===== src/rtl/ram_arb_pkg.sv =====
// Shared definitions for the round-robin RAM arbiter: FSM encoding and default widths.
package ram_arb_pkg;

  // Default geometry. The RAM has 2**DEF_ADDR_W words of DEF_DATA_W bits.
  localparam int DEF_NUM_REQ = 2;
  localparam int DEF_ADDR_W  = 4;
  localparam int DEF_DATA_W  = 8;

  // Every command walks IDLE -> ACCESS -> RESP -> IDLE and never skips a state.
  typedef enum logic [1:0] {
    ST_IDLE   = 2'd0,
    ST_ACCESS = 2'd1,
    ST_RESP   = 2'd2
  } arb_state_t;

endpackage


===== src/rtl/rr_pick.sv =====
// Combinational round-robin picker. The search starts at the requester after the
// last one served (ptr) and wraps, so ptr itself gets the lowest priority.
module rr_pick
  import ram_arb_pkg::*;
#(
  parameter int NUM_REQ = DEF_NUM_REQ,
  parameter int IDX_W   = $clog2(NUM_REQ)
) (
  input  logic [NUM_REQ-1:0] req,
  input  logic [IDX_W-1:0]   ptr,
  output logic [NUM_REQ-1:0] grant,
  output logic [IDX_W-1:0]   idx,
  output logic               any
);

  // The search runs from the far end back towards ptr+1, so the candidate
  // nearest to ptr+1 is written last and wins.
  always_comb begin
    logic [IDX_W-1:0] w_cand;
    grant  = '0;
    idx    = '0;
    any    = |req;
    w_cand = '0;
    for (int k = NUM_REQ; k >= 1; k--) begin
      w_cand = IDX_W'((int'(ptr) + k) % NUM_REQ);
      if (req[w_cand]) begin
        idx = w_cand;
      end
    end
    if (any) begin
      grant[idx] = 1'b1;
    end
  end

endmodule


===== src/rtl/ram_arbiter_rr.sv =====
// Round-robin arbiter that shares one single-port RAM among NUM_REQ requesters.
// Each accepted command takes three cycles: accept (IDLE), RAM strobe (ACCESS)
// and response (RESP).
module ram_arbiter_rr
  import ram_arb_pkg::*;
#(
  parameter int NUM_REQ = DEF_NUM_REQ,
  parameter int ADDR_W  = DEF_ADDR_W,
  parameter int DATA_W  = DEF_DATA_W
) (
  input  logic                          clk,
  input  logic                          rst,
  input  logic [NUM_REQ-1:0]            req_valid,
  input  logic [NUM_REQ-1:0]            req_we,
  input  logic [NUM_REQ*ADDR_W-1:0]     req_addr,
  input  logic [NUM_REQ*DATA_W-1:0]     req_wdata,
  output logic [NUM_REQ-1:0]            req_ready,
  output logic                          rsp_valid,
  output logic [$clog2(NUM_REQ)-1:0]    rsp_id,
  output logic [DATA_W-1:0]             rsp_rdata,
  output logic                          busy,
  output logic                          ram_cs,
  output logic                          ram_read,
  output logic                          ram_write,
  output logic [ADDR_W-1:0]             ram_address,
  output logic [DATA_W-1:0]             ram_data_in,
  input  logic [DATA_W-1:0]             ram_data_out
);

  localparam int IDX_W = $clog2(NUM_REQ);

  arb_state_t r_state;
  arb_state_t w_state_next;

  logic [NUM_REQ-1:0] w_grant;
  logic [IDX_W-1:0]   w_win_idx;
  logic               w_any;
  logic               w_hs;

  logic [ADDR_W-1:0]  w_addr  [NUM_REQ];
  logic [DATA_W-1:0]  w_wdata [NUM_REQ];
  logic [ADDR_W-1:0]  w_sel_addr;
  logic [DATA_W-1:0]  w_sel_wdata;
  logic               w_sel_we;

  logic [IDX_W-1:0]   r_ptr;
  logic [IDX_W-1:0]   r_id;
  logic               r_we;
  logic [DATA_W-1:0]  r_rdata;
  logic               r_ram_cs;
  logic               r_ram_read;
  logic               r_ram_write;
  logic [ADDR_W-1:0]  r_ram_address;
  logic [DATA_W-1:0]  r_ram_data_in;

  // Unpack the flattened command buses into per-requester slices.
  genvar gi;
  generate
    for (gi = 0; gi < NUM_REQ; gi++) begin : g_unpack
      assign w_addr[gi]  = req_addr[gi*ADDR_W +: ADDR_W];
      assign w_wdata[gi] = req_wdata[gi*DATA_W +: DATA_W];
    end
  endgenerate

  rr_pick #(
    .NUM_REQ (NUM_REQ),
    .IDX_W   (IDX_W)
  ) u_pick (
    .req   (req_valid),
    .ptr   (r_ptr),
    .grant (w_grant),
    .idx   (w_win_idx),
    .any   (w_any)
  );

  assign w_sel_addr  = w_addr[w_win_idx];
  assign w_sel_wdata = w_wdata[w_win_idx];
  assign w_sel_we    = req_we[w_win_idx];

  // Offers go out only in IDLE; a request that stays valid through ACCESS/RESP
  // simply competes again in the next IDLE cycle.
  assign req_ready = (r_state == ST_IDLE) ? w_grant : '0;
  assign w_hs      = (r_state == ST_IDLE) && w_any;

  // State register.
  always_ff @(posedge clk) begin
    if (rst) begin
      r_state <= ST_IDLE;
    end else begin
      r_state <= w_state_next;
    end
  end

  // Next-state logic: the fixed three-step sequence, leaving IDLE only on a handshake.
  always_comb begin
    w_state_next = r_state;
    case (r_state)
      ST_IDLE:   if (w_hs) w_state_next = ST_ACCESS;
      ST_ACCESS: w_state_next = ST_RESP;
      ST_RESP:   w_state_next = ST_IDLE;
      default:   w_state_next = ST_IDLE;
    endcase
  end

  // Command latch, priority pointer and RAM-side registers. The strobes are
  // loaded on the handshake edge, so they are high for exactly the ACCESS cycle.
  always_ff @(posedge clk) begin
    if (rst) begin
      r_ptr         <= IDX_W'(NUM_REQ - 1);
      r_id          <= '0;
      r_we          <= 1'b0;
      r_ram_cs      <= 1'b0;
      r_ram_read    <= 1'b0;
      r_ram_write   <= 1'b0;
      r_ram_address <= '0;
      r_ram_data_in <= '0;
    end else begin
      r_ram_cs    <= w_hs;
      r_ram_read  <= w_hs & ~w_sel_we;
      r_ram_write <= w_hs & w_sel_we;
      if (w_hs) begin
        r_ptr         <= w_win_idx;
        r_id          <= w_win_idx;
        r_we          <= w_sel_we;
        r_ram_address <= w_sel_addr;
        r_ram_data_in <= w_sel_wdata;
      end
    end
  end

  // Keep the last read result so rsp_rdata holds steady after a read and across writes.
  always_ff @(posedge clk) begin
    if (rst) begin
      r_rdata <= '0;
    end else if (r_state == ST_RESP && !r_we) begin
      r_rdata <= ram_data_out;
    end
  end

  // The RAM registers its output on the edge that ends ACCESS, so during RESP
  // the fresh word is presented directly; afterwards the captured copy is shown.
  assign rsp_rdata   = (r_state == ST_RESP && !r_we) ? ram_data_out : r_rdata;
  assign rsp_valid   = (r_state == ST_RESP);
  assign rsp_id      = r_id;
  assign busy        = (r_state != ST_IDLE);
  assign ram_cs      = r_ram_cs;
  assign ram_read    = r_ram_read;
  assign ram_write   = r_ram_write;
  assign ram_address = r_ram_address;
  assign ram_data_in = r_ram_data_in;

endmodule


===== config.mk =====
export PLATFORM = sky130hd
export DESIGN_NAME = ram_arbiter_rr
export DESIGN_NICKNAME = d
export VERILOG_FILES = /design/src/rtl/ram_arb_pkg.sv /design/src/rtl/rr_pick.sv /design/src/rtl/ram_arbiter_rr.sv
export SDC_FILE = /design/constraint.sdc
export NUM_CORES = 1
export LEC_CHECK = 0
export CAP_MARGIN = 20
export CORE_MARGIN = 2
export CORE_UTILIZATION = 34
export DETAILED_ROUTE_END_ITERATION = 16
export HOLD_SLACK_MARGIN = 0.02
export PLACE_DENSITY = 0.75
export SETUP_SLACK_MARGIN = 0.5
export SLEW_MARGIN = 0
export SYNTH_ARGS = -nofsm -noshare
export SYNTH_HDL_FRONTEND = slang
export SYNTH_SLANG_ARGS = --single-unit

===== constraint.sdc =====
create_clock -name clk -period 1.4 [get_ports clk]
set_clock_uncertainty 0.15 [all_clocks]
set_input_delay 0.28 -clock clk [delete_from_list [all_inputs] [get_ports clk]]
set_output_delay 0.28 -clock clk [all_outputs]
set_load 0.005 [all_outputs]

==> results.py <==
metrics = {
    "outcome": {
        "outcome": "finished with violations",
        "failed_checks": "setup timing",
    },
    "floorplanning": {
        "io_pins": 66,
        "core_area_um2": 3360,
        "fp-row-count": 21,
        "die_w_um": 63.3,
        "die_h_um": 63.3,
        "die_area_um2": 4000,
        "start_util": 0.355,
    },
    "global_route": {
        "grt_pass1_vias": 1408,
        "grt_pass1_wl_mm": 6.40,
        "grt_max_degree": 29,
        "gr-usage-all-layers": 0.201,
        "overflow": 0,
        "antenna_found_initial": 0,
    },
    "power": {
        "total_power_mw": 2.12,
        "leakagePower_nw": 1.10,
        "combPwrFrac": 0.377,
        "power_switching_uw": 593,
        "power_frac_seq": 0.434,
        "switching_share": 0.280,
        "clkPwrFrac": 0.189,
        "power.internal_mw": 1.52,
        "cellPowerDensity_nw_per_um2": 849,
        "ir_drop_uv": 455,
    },
    "sta": {
        "worst_pin_slew_ps": 350,
        "min_period_ps": 2000,
        "max_slew_margin": 0.762,
        "period_share": 1.43,
        "fmax_ghz": 0.500,
        "grt_setup_unrepaired": "yes",
        "whs_ps": 344,
        "setup_viol": 37,
        "fin_ws_ps": -600,
        "slew_viol_final": 0,
        "tns_ps": -12060,
        "hold_violations": 0,
    },
    "logic_synthesis": {
        "synth_common_cells": "dfxtp_1 (28), nand2_1 (22), a21oi_1 (13), a311oi_1 (10)",
        "synth_flop_cell": "dfxtp_1",
        "synth_area_leaders": "dfxtp_1 (47%), mux2_2 (7.5%), a311oi_1 (7.3%)",
        "yosys.area.top_type": "dfxtp_1",
        "synth_top_area_share": 0.470,
        "synthesis.nets": 166,
        "synth.distinct_cells": 29,
        "syn_avg_cell_area_um2": 9.33,
        "synth_cells": 128,
        "ys_async_sr_fraction": 0,
        "synth_edf_count": 0,
        "synth_most_common_cell": "dfxtp_1",
        "ys_ff_latch": 28,
        "yosysSeqAreaShare": 0.470,
        "synth_area_um2": 1190,
        "yosys_warnings": 0,
    },
    "setup_path": {
        "crit_path_end_kind": "output port",
        "crit_path_frequent_cell": "buf_6",
        "cp_slowest_cell": "dfxtp_2",
        "cp_max_fo": 5,
        "cpLargestDelayFamily": "flip-flops",
        "path_cells": "nor3b_4, buf_12, buf_6, mux2_4, buf_6",
        "critical_path_buf_inv_count": 3,
        "worstPathRequired_ps": 970,
        "max_stage_delay_ps": 360,
        "worstSetupStartpointType": "flop",
        "critPathKind": "reg2out",
        "worstPathArrival_ps": 1570,
    },
    "drt": {
        "ant_nets": 0,
        "wl_per_cell_um": 14.7,
        "drc": 0,
        "viasPerCell": 4.99,
        "routed_wirelength_mm": 4.11,
        "drt_pre_antenna_iters": 4,
        "vias": 1392,
        "drt-initial-drc-count": 26,
    },
    "cells_and_area": {
        "nNetsFinal": 272,
        "insertedDiodeCount": 0,
        "utilization": 0.741,
        "fin_area_um2": 2490,
        "layout-drive-gt1-share": 0.571,
        "area_delta_synth_final_pct": 109,
    },
    "clock_network": {
        "clkLatencyLatePin_ps": 330,
        "cts_tree": "built",
        "ctsRootBufferMaster": "clkbuf_4",
        "htreeDepth": 1,
        "cts_made_buffers": 3,
        "cts.path.max_buffers": 2,
        "postCtsHoldBufs": 0,
        "clkSlewWorstSetupHoldPaths_ps": 140,
        "cts_sinks": 28,
    },
    "place": {
        "dp_hpwl_mm": 2.62,
        "place_congestion": 0.854,
        "port_buffers": 65,
        "dpl-instance-area_um2": 2010,
    },
    "hold_path": {
        "hold_path.class": "in2reg",
    },
    "flow_run": {
        "drv_cap": 0,
    },
}
==> cells by family (layout without fill, tap and decap cells) <==
group	Yosys count	count (layout)	synth area share
muxes	9	9	0.0839
AOI/OAI and AO/OA	32	32	0.178
DFF	28	28	0.470
buffers and inverters	11	115	0.0524
and+or+nand+nor	48	49	0.216
==> power by group through the flow <==
stage	Combinational [mW]	Sequential, mW	Clock [mW]
global placement	0.539	0.917	0
detailed placement	0.553	0.918	0
global route	0.849	0.927	0.434
finish	0.798	0.918	0.399
CTS	0.689	0.914	0.411
floorplan	0.219	0.919	0
==> what timing repair did <==
action | 4_1_cts | 5_1_grt
gates cloned | 2 | 0
setup endpoints to repair | 56 | 56
resized for setup | 189 | 24
buffers inserted | 18 | 9
pin swaps | 17 | 14
==> worst reg2reg max path: cells and delay by family, from the launching register on <==
kind / cells / cell delay [ps]
AO/OA/AOI/OAI: 1 / 210
AND/OR/NAND/NOR: 2 / 230
buffers and inverters: 7 / 760
flip-flops: 1 / 350
==> area by class of cell <==
| cell class | instances | area (µm²) |
|---|---|---|
| repair buffers | 109 | 1050 |
| multi-input cells | 90 | 748 |
| fillers | 255 | 871 |
| inverters | 2 | 15.0 |
| clock buffers | 4 | 36.3 |
| flip-flops and latches | 28 | 582 |
| well taps | 46 | 57.6 |
==> flip-flops by register name, summed over array words and instances (netlist names) <==
name and count:
ram_data_in 8, ram_address 4, r_state 2, ram_cs 1
r_we 1, r_ptr 1, ram_read 1, r_rdata 8
rsp_id 1, ram_write 1
==> per-stage QoR <==
stage	setup WS [ps]	std cells
detailed placement	-709	246
global placement	-696	246
finish	-600	279
CTS	-620	270
global route	-654	279
floorplan	-103	128
==> metal layers <==
layer | wire [µm] | vias to the layer above | share of wire | track usage
met1 | 1560 | 655 | 0.38 | 0.214
met2 | 2260 | 63 | 0.55 | 0.387
met5 | 0 | - | 0 | 0
met3 | 250 | 4 | 0.061 | 0.0429
met4 | 46 | 0 | 0.011 | 0.0734
li1 | - | 670 | - | -
==> final timing paths <==
kind	end	slack, ps	start	cells past startpoint
worst max-delay path	rsp_rdata[2]	-600	r_we	5
worst min-delay path	ram_data_in[4]	340	req_wdata[12]	3
worst max register to register	ram_address[0]	-370	r_state[1]	10
worst min register to register	ram_address[1]	370	ram_address[1]	2
==> layout by cell type, fill, tap and decap left out, types with 5 or more instances in the layout <==
cell type,instances
a21oi_1,5
a21oi_2,8
a311oi_1,9
and2b_1,8
buf_2,12
buf_4,20
buf_6,36
clkdlybuf4s50_1,35
dfxtp_1,11
dfxtp_2,17
mux2_4,7
nand2_1,21
No activity file was read; power rests on OpenSTA's default activity.
